File: src/rtl/deal_sequencer.sv
// Paced blackjack dealing controller: synchronises the game clock into ticks, fetches cards
// over req/ack, tracks both hands with soft-ace totals and plays the dealer's draw-to-17 rule.
module deal_sequencer #(
  parameter int TICKS_PER_CARD = 2,
  parameter int CARD_W         = 4
) (
  input  logic              clk_in,
  input  logic              reset,
  input  logic              div_clk,
  input  logic              start,
  input  logic              hit,
  input  logic              stand,
  input  logic              card_ack,
  input  logic [CARD_W-1:0] card_value,
  output logic              card_req,
  output logic              deal_valid,
  output logic              deal_target,
  output logic [CARD_W-1:0] deal_card,
  output logic [4:0]        player_total,
  output logic [4:0]        dealer_total,
  output logic              player_bust,
  output logic              dealer_bust,
  output logic              busy,
  output logic [2:0]        phase
);

  typedef enum logic [3:0] {
    S_IDLE, S_INIT_WAIT, S_INIT_REQ, S_PLAYER, S_P_WAIT, S_P_REQ, S_D_WAIT, S_D_REQ, S_DONE
  } state_t;

  localparam logic [3:0] TICK_TARGET = 4'(TICKS_PER_CARD);

  function automatic logic [4:0] best_total(input logic [4:0] hard, input logic ace);
    return (ace && hard <= 5'd11) ? hard + 5'd10 : hard;
  endfunction

  function automatic state_t dealer_entry(input logic [4:0] dealer_best);
    return (dealer_best >= 5'd17) ? S_DONE : S_D_WAIT;
  endfunction

  function automatic logic [2:0] phase_of(input state_t s);
    case (s)
      S_INIT_WAIT, S_INIT_REQ: return 3'd1;
      S_PLAYER:                return 3'd2 + 3'd1;
      S_P_WAIT, S_P_REQ:       return 3'd4;
      S_D_WAIT, S_D_REQ:       return 3'd5;
      S_DONE:                  return 3'd6;
      default:                 return 3'd0;
    endcase
  endfunction

  state_t            state_q, state_d;
  logic [3:0]        cnt_q, cnt_d;
  logic [1:0]        idx_q, idx_d;
  logic [4:0]        p_hard_q, p_hard_d, d_hard_q, d_hard_d;
  logic              p_ace_q, p_ace_d, d_ace_q, d_ace_d;
  logic              card_req_q, card_req_d;
  logic              deal_valid_q, deal_valid_d;
  logic              deal_target_q, deal_target_d;
  logic [CARD_W-1:0] deal_card_q, deal_card_d;
  logic [4:0]        player_total_q, player_total_d, dealer_total_q, dealer_total_d;
  logic              player_bust_q, player_bust_d, dealer_bust_q, dealer_bust_d;
  logic              busy_q, busy_d;
  logic [2:0]        phase_q, phase_d;
  logic              div_s1_q, div_s2_q, div_prev_q;

  logic       tick, rank_ok, is_ace, accept, to_dealer;
  logic [4:0] pts, p_best_new, d_best_new;

  assign tick    = div_s2_q & ~div_prev_q;
  assign rank_ok = (card_value != '0) && (card_value <= CARD_W'(13));
  assign is_ace  = (card_value == CARD_W'(1));
  assign pts     = (card_value >= CARD_W'(10)) ? 5'd10 : 5'(card_value);
  assign accept  = card_req_q & card_ack & rank_ok;
  assign to_dealer = (state_q == S_D_REQ) || ((state_q == S_INIT_REQ) && idx_q[0]);

  always_comb begin
    // NOTE: every variable gets its hold value first so no path through the case infers a latch.
    state_d       = state_q;
    cnt_d         = cnt_q;
    idx_d         = idx_q;
    p_hard_d      = p_hard_q;
    p_ace_d       = p_ace_q;
    d_hard_d      = d_hard_q;
    d_ace_d       = d_ace_q;
    card_req_d    = card_req_q;
    deal_valid_d  = 1'b0;
    deal_target_d = deal_target_q;
    deal_card_d   = deal_card_q;

    if (accept) begin
      deal_valid_d  = 1'b1;
      deal_target_d = to_dealer;
      deal_card_d   = card_value;
      card_req_d    = 1'b0;
      if (to_dealer) begin
        d_hard_d = d_hard_q + pts;
        d_ace_d  = d_ace_q | is_ace;
      end else begin
        p_hard_d = p_hard_q + pts;
        p_ace_d  = p_ace_q | is_ace;
      end
    end
    p_best_new = best_total(p_hard_d, p_ace_d);
    d_best_new = best_total(d_hard_d, d_ace_d);

    case (state_q)
      S_IDLE, S_DONE: begin
        if (start) begin
          p_hard_d = '0;
          p_ace_d  = 1'b0;
          d_hard_d = '0;
          d_ace_d  = 1'b0;
          idx_d    = '0;
          state_d  = S_INIT_WAIT;
        end
      end
      S_INIT_WAIT, S_P_WAIT, S_D_WAIT: begin
        if (cnt_q == TICK_TARGET) begin
          card_req_d = 1'b1;
          state_d    = (state_q == S_INIT_WAIT) ? S_INIT_REQ :
                       (state_q == S_P_WAIT)    ? S_P_REQ    : S_D_REQ;
        end else if (tick) begin
          cnt_d = cnt_q + 4'd1;
        end
      end
      S_INIT_REQ: begin
        if (accept) begin
          if (idx_q == 2'd3) begin
            state_d = (p_best_new == 5'd21) ? dealer_entry(d_best_new) : S_PLAYER;
          end else begin
            idx_d   = idx_q + 2'd1;
            state_d = S_INIT_WAIT;
          end
        end
      end
      S_PLAYER: begin
        if (stand)    state_d = dealer_entry(d_best_new);
        else if (hit) state_d = S_P_WAIT;
      end
      S_P_REQ: begin
        if (accept) begin
          if (p_best_new > 5'd21)       state_d = S_DONE;
          else if (p_best_new == 5'd21) state_d = dealer_entry(d_best_new);
          else                          state_d = S_PLAYER;
        end
      end
      S_D_REQ: begin
        if (accept) state_d = dealer_entry(d_best_new);
      end
      default: state_d = S_IDLE;
    endcase

    // Pacing restarts from zero whenever a wait state is freshly entered.
    if ((state_d != state_q) &&
        (state_d == S_INIT_WAIT || state_d == S_P_WAIT || state_d == S_D_WAIT)) begin
      cnt_d = '0;
    end

    player_total_d = best_total(p_hard_d, p_ace_d);
    dealer_total_d = best_total(d_hard_d, d_ace_d);
    player_bust_d  = (player_total_d > 5'd21);
    dealer_bust_d  = (dealer_total_d > 5'd21);
    busy_d         = (state_d != S_IDLE) && (state_d != S_DONE);
    phase_d        = phase_of(state_d);
  end

  // NOTE: state flops use non-blocking assignments so every flop samples pre-edge values.
  always_ff @(posedge clk_in or posedge reset) begin
    if (reset) begin
      state_q        <= S_IDLE;
      cnt_q          <= '0;
      idx_q          <= '0;
      p_hard_q       <= '0;
      p_ace_q        <= 1'b0;
      d_hard_q       <= '0;
      d_ace_q        <= 1'b0;
      card_req_q     <= 1'b0;
      deal_valid_q   <= 1'b0;
      deal_target_q  <= 1'b0;
      deal_card_q    <= '0;
      player_total_q <= '0;
      dealer_total_q <= '0;
      player_bust_q  <= 1'b0;
      dealer_bust_q  <= 1'b0;
      busy_q         <= 1'b0;
      phase_q        <= '0;
      div_s1_q       <= 1'b0;
      div_s2_q       <= 1'b0;
      div_prev_q     <= 1'b0;
    end else begin
      state_q        <= state_d;
      cnt_q          <= cnt_d;
      idx_q          <= idx_d;
      p_hard_q       <= p_hard_d;
      p_ace_q        <= p_ace_d;
      d_hard_q       <= d_hard_d;
      d_ace_q        <= d_ace_d;
      card_req_q     <= card_req_d;
      deal_valid_q   <= deal_valid_d;
      deal_target_q  <= deal_target_d;
      deal_card_q    <= deal_card_d;
      player_total_q <= player_total_d;
      dealer_total_q <= dealer_total_d;
      player_bust_q  <= player_bust_d;
      dealer_bust_q  <= dealer_bust_d;
      busy_q         <= busy_d;
      phase_q        <= phase_d;
      div_s1_q       <= div_clk;
      div_s2_q       <= div_s1_q;
      div_prev_q     <= div_s2_q;
    end
  end

  assign card_req     = card_req_q;
  assign deal_valid   = deal_valid_q;
  assign deal_target  = deal_target_q;
  assign deal_card    = deal_card_q;
  assign player_total = player_total_q;
  assign dealer_total = dealer_total_q;
  assign player_bust  = player_bust_q;
  assign dealer_bust  = dealer_bust_q;
  assign busy         = busy_q;
  assign phase        = phase_q;

endmodule
File: config.mk
export PLATFORM = sky130hd
export DESIGN_NAME = deal_sequencer
export DESIGN_NICKNAME = d
export VERILOG_FILES = /design/src/rtl/deal_sequencer.sv
export SDC_FILE = /design/constraint.sdc
export NUM_CORES = 1
export LEC_CHECK = 0
export ABC_AREA = 1
export CAP_MARGIN = 10
export CORE_UTILIZATION = 35
export DETAILED_ROUTE_END_ITERATION = 10
export HOLD_SLACK_MARGIN = 0.02
export PLACE_DENSITY = 0.53
export SLEW_MARGIN = 10
export SYNTH_ARGS = -nofsm -noshare
export SYNTH_HDL_FRONTEND = slang
export SYNTH_SLANG_ARGS = --single-unit
File: constraint.sdc
create_clock -name clk_in -period 5.2 [get_ports clk_in]
set_clock_uncertainty 0.2 [all_clocks]
set_input_delay 0.78 -clock clk_in [delete_from_list [all_inputs] [get_ports clk_in]]
set_output_delay 0.78 -clock clk_in [all_outputs]
set_load 0.01 [all_outputs]
==> out/qor.yml <==
outcome:
  run_status: "finished clean"
worst_setup_path:
  required_ps: 5190
  crit_family: "simple AND/OR/NAND/NOR gates"
  critPathArrivalTime_ps: 4420
  path_cells: "clkdlybuf4s50_1 > inv_2 > nor2_1 > nor2_1 > ha_1 > fa_1 > o21ai_2 > inv_2 > ha_1 > nor2_1 > nand2_1 > nand2_1 > nand3_1 > nor2_1 > nor2_4 > nand2_2 > nand2_1 > nand2_1 > a21oi_2 > nand2_1 > a21oi_4 > nand2_2 > nand2_2 > a21oi_1"
  crit_buf_inv: 3
  slowest_delay_ps: 640
  critPathMostFrequentCell: "nand2_1"
  crit_fanout: 6
  critPathLaunchType: "input pin"
  endpoint_kind: "flip-flop"
  critPathSlowestCell: "clkdlybuf4s50_1"
  critPathKind: "in2reg"
sta:
  relSlewSlack_pct: 35.9
  setup_tns_ps: 0
  grt_setup_unrepaired: "no"
  tightest_slew_ps: 960
  fin_crit_sh_pct: 85.2
  report.final.slew_viol_count: 0
  min_period_ps: 4430
  setup_viol: 0
  fmax_ghz: 0.226
  hold_viol: 0
clock_network:
  hold_buffers: 0
  path_clk_slew_ps: 80
  root_buffer: "clkbuf_8"
  clock_latency_ps: 300
  cts_tree: "yes"
  cts_setup_buffers: 0
  cts_made_buffers: 5
  h-tree-depth: 2
  ctsResizeCount: 0
  cts.path.max_buffers: 2
  cts_sinks: 46
detailed_routing:
  post-route-drc-count: 0
  drt_wl_total_mm: 7.12
  drt_iter0_markers: 120
  drt-pass1-iter-count: 4
  vias: 2672
  ant_nets: 0
  avgRoutedWirePerCell_microns: 12.7
  vias_per_cell: 4.77
synth:
  synthCells: 418
  yosysTopAreaCell: "dfrtp_1"
  synth_area_per_cell_sq_um: 7.56
  async_flop_share_pct: 100
  ys_seq_area_share_pct: 36.4
  ys_seq_elements: 46
  ys_warn_count: 0
  synth-edff-count: 0
  ys.flop_type: "dfrtp_1"
  synthTopCellsByArea: "dfrtp_1 (36%), nand2_1 (13%), ha_1 (6.7%)"
  ys_types: 46
  netlist_area_sq_um: 3160
  synth_top_area_share_pct: 36.4
  synthesis.nets: 448
final_layout:
  final_nets: 481
  drive_gt1_share_pct: 12.8
  num_antenna_cells: 0
  final_util_pct: 42.3
  area_growth_pct: 16.8
floorplanning:
  fp.dieH_microns: 97.0
  die_w_microns: 97.0
  dieArea_sq_um: 9410
  initial_core_util_pct: 36.2
  coreArea_sq_um: 8720
  io_pins: 34
  rows: 34
grt:
  antenna_found_initial: 0
  grt-ovfl-total: 0
  grt_pass1_vias: 2629
  grt_max_degree: 47
  grt_pass1_wl_mm: 12.4
  track_usage_pct: 16.3
place:
  place.gp.congestion: 0.863
  io_buffers: 33
  dp_hpwl_mm: 5.56
power:
  finalPower_mw: 1.64
  p_leak_nw: 1.93
  peakVddDrop_v: 0.000147
  p_per_area_nw_per_um2: 445
worst_hold_path:
  hold_class: "reg2reg"
flow_run:
  maxCapViolCount: 0
state kept, by name, summed over array words and instances, names as in the netlist:
name	flops
d_ace_q	1
deal_target	1
phase	3
idx_q	2
p_hard_q	4
div_s1_q	1
deal_valid	1
player_bust	1
d_hard_q	4
div_prev_q	1
div_s2_q	1
deal_card	4
p_ace_q	1
dealer_bust	1
state_q	4
dealer_total	5
busy	1
card_req	1
cnt_q	4
player_total	5
cell families (layout without fill, tap and decap cells):
family	Yosys count	count (layout)	share of synthesized area (%)
XOR/XNOR	7	7	1.94
AND/OR/NAND/NOR	223	223	33.8
adder cells (fa/ha/maj)	19	19	8.00
buffers and inverters	74	108	9.47
multiplexers	1	1	0.317
AO/OA/AOI/OAI	48	48	10.0
flip-flops	46	46	36.4
worst paths after layout:
kind	endpoint	cells after the start	startpoint	slack (ps)
worst max-delay path	cnt_q[0]	24	card_value[3]	770
worst min-delay path	div_s2_q	0	div_s1_q	160
worst max register to register	cnt_q[0]	23	card_req	1680
worst min register to register	div_s2_q	0	div_s1_q	160
max in group asynchronous	deal_target	2	reset	3390
min in group asynchronous	player_total[4]	2	reset	820
stage by stage:
stage	area [sq um]	setup WS, ps	instances	hold WS [ps]
floorplan	3160	1470	418	131
global placement	3580	489	552	133
detailed placement	3580	446	552	136
CTS	3690	777	560	156
global route	3690	371	560	180
finish	3690	767	560	158
Yosys cell counts, types with 3 or more instances:
library cell    n
buf_4           3
nor2_1         36
nor3_1          3
o21ai_1         5
nand2_1       111
inv_1          55
nand3_1        31
ha_1           17
o21ai_0        15
nand2_4         4
nand4_1         7
dfrtp_1        46
xor2_1          5
nor2_4          3
nand3_2         7
inv_2          10
nand2_2        12
a21oi_1        11
clkbuf_1        3
power breakdown:
part	switching, mW	internal (mW)
clock network	0.117	0.144
registers	0.0689	0.446
logic	0.542	0.325
cell usage in the layout, fill, tap and decap left out, drive strengths merged, types with 2 or more instances in the layout:
cell           instances
a21oi                 13
a31oi                  2
and2                   2
clkbuf                 7
clkdlybuf4s50         33
dfrtp                 46
fa                     2
ha                    17
inv                   65
nand2                127
nand3                 38
nand4                  8
nor2                  42
nor3                   3
o21ai                 22
o21bai                 2
or2                    3
xnor2                  2
xor2                   5
layer usage:
layer / routed length (microns) / track usage, % / up-vias
met5: 0 / 0 / -
met4: 185 / 6.77 / 0
met3: 239 / 3.18 / 14
met2: 3250 / 26.8 / 50
met1: 3450 / 20.9 / 1224
li1: - / - / 1384
cell type report:
class                      count  area (sq um)
clock inverter                 1          30.0
multi-input combinational    298          1710
clock buffer                   7          76.3
sequential                    46          1150
tap                          108           135
fill                         866          5030
inverter                      66           249
timing repair buffer          34           338
(Power assumes the default switching activity.)
